### src/rtl/pipe_skid_reg_pkg.sv
// Shared definitions for the parametrised pipeline stage register.
// State codes and kill-priority rules common to every stage instance.
package pipe_skid_reg_pkg;

    localparam logic [1:0] ST_EMPTY = 2'd0;
    localparam logic [1:0] ST_ONE   = 2'd1;
    localparam logic [1:0] ST_TWO   = 2'd2;

    // Kill priority, highest first:
    //   RESET : everything to reset values, stall counter cleared.
    //   Req   : held and incoming beats dropped; counter kept.
    //   flush : held beats dropped; a beat accepted this cycle survives.
    //   none  : normal valid/ready skid operation.
    // A beat leaving on out_fire in a kill cycle counts as delivered.
    typedef enum logic [1:0] {
        S_EMPTY = ST_EMPTY,
        S_ONE   = ST_ONE,
        S_TWO   = ST_TWO
    } skid_state_t;

endpackage

### src/rtl/pipe_skid_reg_sat_counter.sv
// Saturating up-counter with synchronous reset.
// Holds at all-ones instead of wrapping.
module sat_counter #(
    parameter int CNT_W = 16
) (
    input  logic             clk,
    input  logic             RESET,
    input  logic             inc,
    output logic [CNT_W-1:0] cnt
);

    always_ff @(posedge clk) begin
        if (RESET) begin
            cnt <= '0;
        end else if (inc && (cnt != {CNT_W{1'b1}})) begin
            cnt <= cnt + 1'b1;
        end
    end

endmodule

### src/rtl/pipe_skid_reg.sv
// Pipeline stage register with 2-entry skid store and kill support.
// in_ready and out_valid come straight from flops.
module pipe_skid_reg
    import pipe_skid_reg_pkg::*;
#(
    parameter int               WIDTH            = 32,
    parameter int               ADDR_W           = 32,
    parameter logic [WIDTH-1:0] BUBBLE_VALUE     = '0,
    parameter bit               KEEP_ADDR_ON_REQ = 1'b0,
    parameter int               CNT_W            = 16
) (
    input  logic              clk,
    input  logic              RESET,
    input  logic              Req,
    input  logic              flush,
    input  logic              in_valid,
    output logic              in_ready,
    input  logic [WIDTH-1:0]  in_data,
    input  logic [ADDR_W-1:0] in_addr,
    output logic              out_valid,
    input  logic              out_ready,
    output logic [WIDTH-1:0]  out_data,
    output logic [ADDR_W-1:0] out_addr,
    output logic [CNT_W-1:0]  stall_cnt
);

    skid_state_t       state, state_n;
    logic [WIDTH-1:0]  main_data, main_data_n;
    logic [ADDR_W-1:0] main_addr, main_addr_n;
    logic [WIDTH-1:0]  skid_data, skid_data_n;
    logic [ADDR_W-1:0] skid_addr, skid_addr_n;
    logic              in_fire;
    logic              out_fire;

    assign in_fire  = in_valid & in_ready;
    assign out_fire = out_valid & out_ready;
    assign out_data = main_data;
    assign out_addr = main_addr;

    always_comb begin
        state_n     = state;
        main_data_n = main_data;
        main_addr_n = main_addr;
        skid_data_n = skid_data;
        skid_addr_n = skid_addr;
        if (Req) begin
            state_n     = S_EMPTY;
            main_data_n = BUBBLE_VALUE;
            main_addr_n = KEEP_ADDR_ON_REQ ? in_addr : '0;
            skid_data_n = BUBBLE_VALUE;
            skid_addr_n = '0;
        end else if (flush) begin
            skid_data_n = BUBBLE_VALUE;
            skid_addr_n = '0;
            if (in_fire) begin
                state_n     = S_ONE;
                main_data_n = in_data;
                main_addr_n = in_addr;
            end else begin
                state_n     = S_EMPTY;
                main_data_n = BUBBLE_VALUE;
                main_addr_n = '0;
            end
        end else begin
            case (state)
                S_EMPTY: begin
                    if (in_fire) begin
                        state_n     = S_ONE;
                        main_data_n = in_data;
                        main_addr_n = in_addr;
                    end
                end
                S_ONE: begin
                    if (in_fire && !out_fire) begin
                        state_n     = S_TWO;
                        skid_data_n = in_data;
                        skid_addr_n = in_addr;
                    end else if (in_fire && out_fire) begin
                        main_data_n = in_data;
                        main_addr_n = in_addr;
                    end else if (out_fire) begin
                        state_n     = S_EMPTY;
                        main_data_n = BUBBLE_VALUE;
                        main_addr_n = '0;
                    end
                end
                S_TWO: begin
                    if (out_fire) begin
                        state_n     = S_ONE;
                        main_data_n = skid_data;
                        main_addr_n = skid_addr;
                        skid_data_n = BUBBLE_VALUE;
                        skid_addr_n = '0;
                    end
                end
                default: begin
                    state_n     = S_EMPTY;
                    main_data_n = BUBBLE_VALUE;
                    main_addr_n = '0;
                    skid_data_n = BUBBLE_VALUE;
                    skid_addr_n = '0;
                end
            endcase
        end
    end

    // Handshake flags are recomputed from the next state so they stay registered.
    always_ff @(posedge clk) begin
        if (RESET) begin
            state     <= S_EMPTY;
            main_data <= BUBBLE_VALUE;
            main_addr <= '0;
            skid_data <= BUBBLE_VALUE;
            skid_addr <= '0;
            in_ready  <= 1'b1;
            out_valid <= 1'b0;
        end else begin
            state     <= state_n;
            main_data <= main_data_n;
            main_addr <= main_addr_n;
            skid_data <= skid_data_n;
            skid_addr <= skid_addr_n;
            in_ready  <= (state_n != S_TWO);
            out_valid <= (state_n != S_EMPTY);
        end
    end

    sat_counter #(
        .CNT_W (CNT_W)
    ) u_stall_cnt (
        .clk   (clk),
        .RESET (RESET),
        .inc   (out_valid & ~out_ready),
        .cnt   (stall_cnt)
    );

endmodule

### config.mk
export PLATFORM = sky130hd
export DESIGN_NAME = pipe_skid_reg
export DESIGN_NICKNAME = d
export VERILOG_FILES = /design/src/rtl/pipe_skid_reg_pkg.sv /design/src/rtl/pipe_skid_reg_sat_counter.sv /design/src/rtl/pipe_skid_reg.sv
export SDC_FILE = /design/constraint.sdc
export NUM_CORES = 1
export LEC_CHECK = 0
export ABC_AREA = 1
export CAP_MARGIN = 20
export CORE_UTILIZATION = 52
export CTS_CLUSTER_SIZE = 14
export DETAILED_ROUTE_END_ITERATION = 7
export GPL_TIMING_DRIVEN = 0
export PLACE_DENSITY = 0.81
export SKIP_CTS_REPAIR_TIMING = 1
export SLEW_MARGIN = 20
export SYNTH_ARGS = -nofsm -noshare
export SYNTH_HDL_FRONTEND = slang
export SYNTH_SLANG_ARGS = --single-unit
### constraint.sdc
create_clock -name clk -period 2.1 [get_ports clk]
set_input_delay 0.21 -clock clk [delete_from_list [all_inputs] [get_ports clk]]
set_output_delay 0.21 -clock clk [all_outputs]
set_load 0.01 [all_outputs]
==> qor.csv <==
stage,metric,value,unit
final_layout,final instance area,9634,um2
worst_setup_path,nature of the critical path endpoint,flip-flop,
place,RD Place Congestion,0.8624,
final_layout,layout cells sized above 1,7.829,%
worst_setup_path,cell mode on critical path,nand2_1,
die,die height,120.2,um
worst_setup_path,"Max FO, Critical Path",10,
worst_setup_path,worst-case reg-to-reg path depth,8,
global_routing,gr usage total,30.83,%
routing,via count,7972,
global_routing,number of global-route vias before repair,7398,
synth,"FF+latch count, synth",148,
routing,antenna-violating nets left,0,
global_routing,largest net degree at the start of global routing,17,
sta,Final Max Tran Viols,0,
min_path,Worst Hold Class,input pin to flip-flop,
die,Core Footprint,13450,um2
synth,syn avg cell area,6.566,um2
routing,First-pass DRT Iterations,6,
place,Port Buffers,151,
synth,Unique masters post-synth,24,
cts,clk root buf,clkbuf_16,
final_layout,Post-Route Utilization,71.61,%
synth,Mapped Area,7268,um2
die,DIE AREA,14450,um2
min_path,hold depth,2,
die,Ports,152,
routing,drt total wl,21770,um
run,max-capacitance violation count,0,
cts,Clock Path Buffers,2,
final_layout,final net count,1348,
global_routing,initial antenna violation count,0,
sta,final hold vios,0,
sta,Final WS setup,188.1,ps
synth,Cells after Synth,1107,
sta,Fin Clk Skew,4.573,ps
synth,sequential-to-total area share from yosys stat,40.76,%
final_layout,"most common cell after layout, fill and taps aside",nor2_1,
die,starting density of the core,54.03,%
final_layout,most frequent cells in the layout,"nor2_1 (353), clkdlybuf4s50_1 (151), dfxtp_1 (148), nand2_1 (131), o21ai_0 (95)",
synth,syn nets,1178,
worst_setup_path,CP max-delay cell,dfxtp_1,
power_and_ir_drop,Static Leakage,3.673,nW
sta,worst slew pin tran,748.4,ps
sta,RSZ-0062 raised after global routing,false,
worst_setup_path,critical path's largest stage delay,430,ps
worst_setup_path,crit path kind,flip-flop to flip-flop,
power_and_ir_drop,worst vdd ir,0.6152,mV
global_routing,grt ovf,0,
worst_setup_path,startpoint types,flip-flop,
sta,min Tclk post-route,1912,ps
die,row count,42,
synth,synth warn,0,
place,dpl ws,-110.9,ps
cts,TritonCTS clock tree,built,
final_layout,diode count,0,
sta,maximum clock frequency,523.0,MHz
sta,Setup-failing EPs final,0,
worst_setup_path,r2r setup slk,190,ps
cts,Worst-Skew Late Latency,430,ps
worst_setup_path,CP required,2420,ps
routing,wire length per cell,14.85,um
final_layout,Area Growth Syn to Fin,32.55,%
status,status,completed,
power_and_ir_drop,power per cell area,733.5,nW/um2
sta,final worst-path cycle share,91.04,%
worst_setup_path,WP data arrival,2230,ps
cts,cts bufs inserted,17,
worst_setup_path,critical-path cell list,inv_2 > nand2_1 > nand2_1 > nand2_1 > buf_2 > o21ai_0 > nor2_1 > nor2_1,
cts,H-tree Lvls,4,
global_routing,first-pass GRT wire length,35540,um
routing,vias per cell,5.438,
cts,clk sinks,148,
place,DP HPWL,14870,um
routing,DRC Markers,0,
sta,slew margin rel.,50.11,%
routing,DR iter-0 viols,856,
place,placed instance area,9000,um2
cts,Worst-path clk slew,60,ps
die,DIE WIDTH,120.2,um
==> cell usage after synthesis <==
cell      number  share of area [%]
nor2_4         3               0.46
clkinv_1       1              0.052
clkbuf_1      29                1.5
buf_6          2               0.31
inv_2          6               0.31
nand2_2        5               0.43
a21oi_1       37                2.5
xnor2_1        2               0.24
nand2_1      131                6.8
nor3_1         1              0.069
o21ai_4        1               0.22
inv_1         83                4.3
xor2_1         4               0.48
ha_1           1               0.17
dfxtp_1      148                 41
nand3_1       11               0.76
buf_4          2               0.21
nor2_1       353                 18
buf_2         40                2.8
nand4_1        7               0.60
a22oi_1       52                5.4
a21oi_2       10                1.2
o21ai_0       95                6.5
o21ai_1       83                5.7
==> critical path, delay by kind of cell, from the launching register on <==
| family | cells | cell delay (ps) |
|---|---|---|
| simple gates | 5 | 890 |
| compound gates | 1 | 100 |
| buf+inv | 2 | 390 |
| flops | 1 | 430 |
==> state kept, by name (all words and copies together) (netlist names) <==
name	count
skid_data	32
out_addr	32
state	2
skid_addr	32
out_data	32
u_stall_cnt.cnt	16
out_valid	1
in_ready	1
==> power breakdown <==
group	internal [mW]	leakage (nW)	switching [mW]
Combinational	0.384	2.18	0.491
Sequential	2.88	1.20	0.0416
Clock	2.04	0.297	1.23
Total	5.31	3.67	1.76
==> worst paths after layout <==
kind                    endpoint         start
min reg2reg         skid_data[0]  skid_data[0]
min          u_stall_cnt.cnt[15]         RESET
max reg2reg         out_data[11]      state[0]
max                 out_data[11]      state[0]
==> cells by family (layout without fill, tap and decap cells) <==
family / count (synthesis) / count (layout) / share of synthesized area (%)
buf+inv: 163 / 346 / 9.416
xor+xnor: 6 / 6 / 0.7230
fa+ha+maj: 1 / 1 / 0.1721
flops: 148 / 148 / 40.76
compound gates: 278 / 278 / 21.60
simple gates: 511 / 511 / 27.32
==> metrics by stage <==
step           total power [mW]  cells  setup TNS (ps)  hold slack, ps
2_1_floorplan             3.426   1107               0           279.1
3_3_place_gp              3.825   1434           -2383           451.7
3_5_place_dp              3.834   1434           -2411           455.5
4_1_cts                   7.056   1466               0           428.5
5_1_grt                   7.292   1466               0           483.6
6_report                  7.067   1466               0           443.5
==> final cells by class <==
type	count	area, um2
Tap cell	176	220.2
Timing Repair Buffer	151	1511
Multi-Input combinational cell	796	3621
Fill cell	1160	3819
Buffer	73	346.6
Clock inverter	13	181.4
Inverter	90	337.8
Sequential cell	148	2963
Clock buffer	19	452.9
==> per-layer routing <==
layer / share of wire [%] / global-route usage (%)
met2: 46 / 49.86
met4: 2.2 / 11.34
met5: 0 / 0
met3: 7.7 / 5.708
met1: 44 / 40.96
Note: power is estimated with default switching activity, not from simulation.
==> RTL edit (config.mk and constraints unchanged) <==
Take the reset off `main_addr` and `skid_addr` and load them in a clocked block of their own.
--- a/src/rtl/pipe_skid_reg.sv
+++ b/src/rtl/pipe_skid_reg.sv
@@ -109,20 +109,21 @@
         if (RESET) begin
             state     <= S_EMPTY;
             main_data <= BUBBLE_VALUE;
-            main_addr <= '0;
             skid_data <= BUBBLE_VALUE;
-            skid_addr <= '0;
             in_ready  <= 1'b1;
             out_valid <= 1'b0;
         end else begin
             state     <= state_n;
             main_data <= main_data_n;
-            main_addr <= main_addr_n;
             skid_data <= skid_data_n;
-            skid_addr <= skid_addr_n;
             in_ready  <= (state_n != S_TWO);
             out_valid <= (state_n != S_EMPTY);
         end
+    end
+
+    always_ff @(posedge clk) begin
+        main_addr <= main_addr_n;
+        skid_addr <= skid_addr_n;
     end
 
     sat_counter #(
Behaviour: differs if RESET is asserted again (counterexample within 4 cycles, from zero or initial values and one cycle with RESET high); with RESET held inactive, the same outputs for 4 cycles.
==> RTL edit against the unedited design <==
  * Worst setup slack got worse by 18 ps
  * Power shrank 1.1%
  * Routed wire length up 1.9%
  * Count of clock-buffer cells in the layout increased by 9
  * Clock power down 8.3%
  * Final area is 0.66% lower
  * Synthesized area unchanged
  * Hold slack worse by 290 ps
  * First-iteration DRC count decreased by 24%
  * Sequential cell count did not move
  * Critical endpoint is now out_data[4]$_SDFFE_PP0P_
==> RTL edit: results (changes against the unedited design) <==
Place
  • Post-DP Area: 0.00899 mm2 (-0.11%)
  • Worst slack at placement: -328 ps (-217 ps)
  • PortBufs: 150 (-0.66%)
  • Hpwl dp: 15.2 mm (+2.3%)

Yosys
  • Xor/xnor share of the synthesized area: 0.00844 (+0.00121)
  • Mapped Cells: 1144 (+3.3%)
  • Fraction of the yosys area taken by sequential cells: 0.408 (unchanged)
  • Complex-gate fraction of the synthesized area: 0.228 (+0.0124)
  • Syn Nets: 1215 (+3.1%)
  • Most frequent cells after synthesis: nand2_1 (386), a21oi_1 (200), dfxtp_1 (148)
  • Largest cells by area after synthesis: dfxtp_1 (41%), nand2_1 (20%), a21oi_1 (14%)

Worst setup path
  • Crit path from: state[1]$_SDFF_PP0_
  • CP max-delay cell: clkbuf_1
  • Crit path capture: out_data[4]$_SDFFE_PP0P_
  • Reg2reg setup slack: 170 ps (-20 ps)
  • CP Max Fanout: 10 (unchanged)
  • Reg2Reg Depth: 7 (-1)

Final layout
  • Clock-cell share: 0.0603 (-0.00557)
  • Multi-input logic area: 0.00349 mm2 (-3.6%)
  • # fillers: 1134 (-2.2%)
  • Non-clock buffer area fraction after layout: 0.192 (-0.000937)
  • # clk buffers: 28 (+9)
  • FF/Latch Area: 0.00296 mm2 (unchanged)
  • Fin cells: 1500 (+2.3%)
  • Multi-Input Combinational: 794 (-0.25%)
  • Nets: 1383 (+2.6%)
  • Nonclk buf count: 222 (-0.89%)
  • Non-clk invs: 129 (+43%)
  • Fraction of layout cells with a size suffix above 1: 0.0506 (-0.0277)
  • Area Growth Syn to Fin: 31.7%

Timing
  • PnR worst setup slack: 170 ps (-18.0 ps)
  • Final Skew: 4.24 ps (-0.331 ps)

Global route
  • Total Routing Usage GR: 0.312 (+0.00414)
  • Vias in the first global route: 7225 (-2.3%)
  • GRT met2 Usage: 0.493 (-0.00539)
  • Grt met3 use: 0.0594 (+0.00236)
  • Met1 Use GR: 0.418 (+0.00794)

Power and ir drop
  • Leak pwr: 3.62 nW (-1.4%)
  • Worst vdd ir: 0.528 mV (-14%)
  • Internal power: 0.00521 W (-1.9%)

Detailed routing
  • Vias: 8066 (+1.2%)
  • DR WL met2: 9.99 mm (-0.38%)
  • Drt pass-1 iters: 5 (-1)
  • DRT iter0 DRCs: 653 (-24%)
  • Metal3 WL: 2.00 mm (+20%)
  • Routed wire per std cell: 14.8 um (-0.43%)
  • Met1 WL: 9.56 mm (-0.44%)

Run status
  • Status: completed
-- RTL edit: how the worst min path moves through the flow --
stage                               startpoint                          endpoint  slack, ps  cells after the start
floorplan                                  Req               state[0]$_SDFF_PP0_        370                      3
global placement     skid_addr[5]$_SDFFE_PP0P_         skid_addr[5]$_SDFFE_PP0P_        440                      2
detailed placement  skid_addr[28]$_SDFFE_PP0P_        skid_addr[28]$_SDFFE_PP0P_        440                      2
CTS                                      RESET  u_stall_cnt.cnt[15]$_SDFFE_PP0P_        180                      2
global route                             RESET  u_stall_cnt.cnt[15]$_SDFFE_PP0P_        200                      2
finish                                   RESET  u_stall_cnt.cnt[15]$_SDFFE_PP0P_        150                      2
-- RTL edit: power by group through the flow --
stage	Clock [W]	Sequential, W	Combinational, W
final	0.00300	0.00298	0.00101
after global routing	0.00312	0.00299	0.00110
after CTS	0.00300	0.00298	0.000995
after detailed placement	0	0.00304	0.000985
after global placement	0	0.00304	0.000974
after floorplan	0	0.00307	0.000461
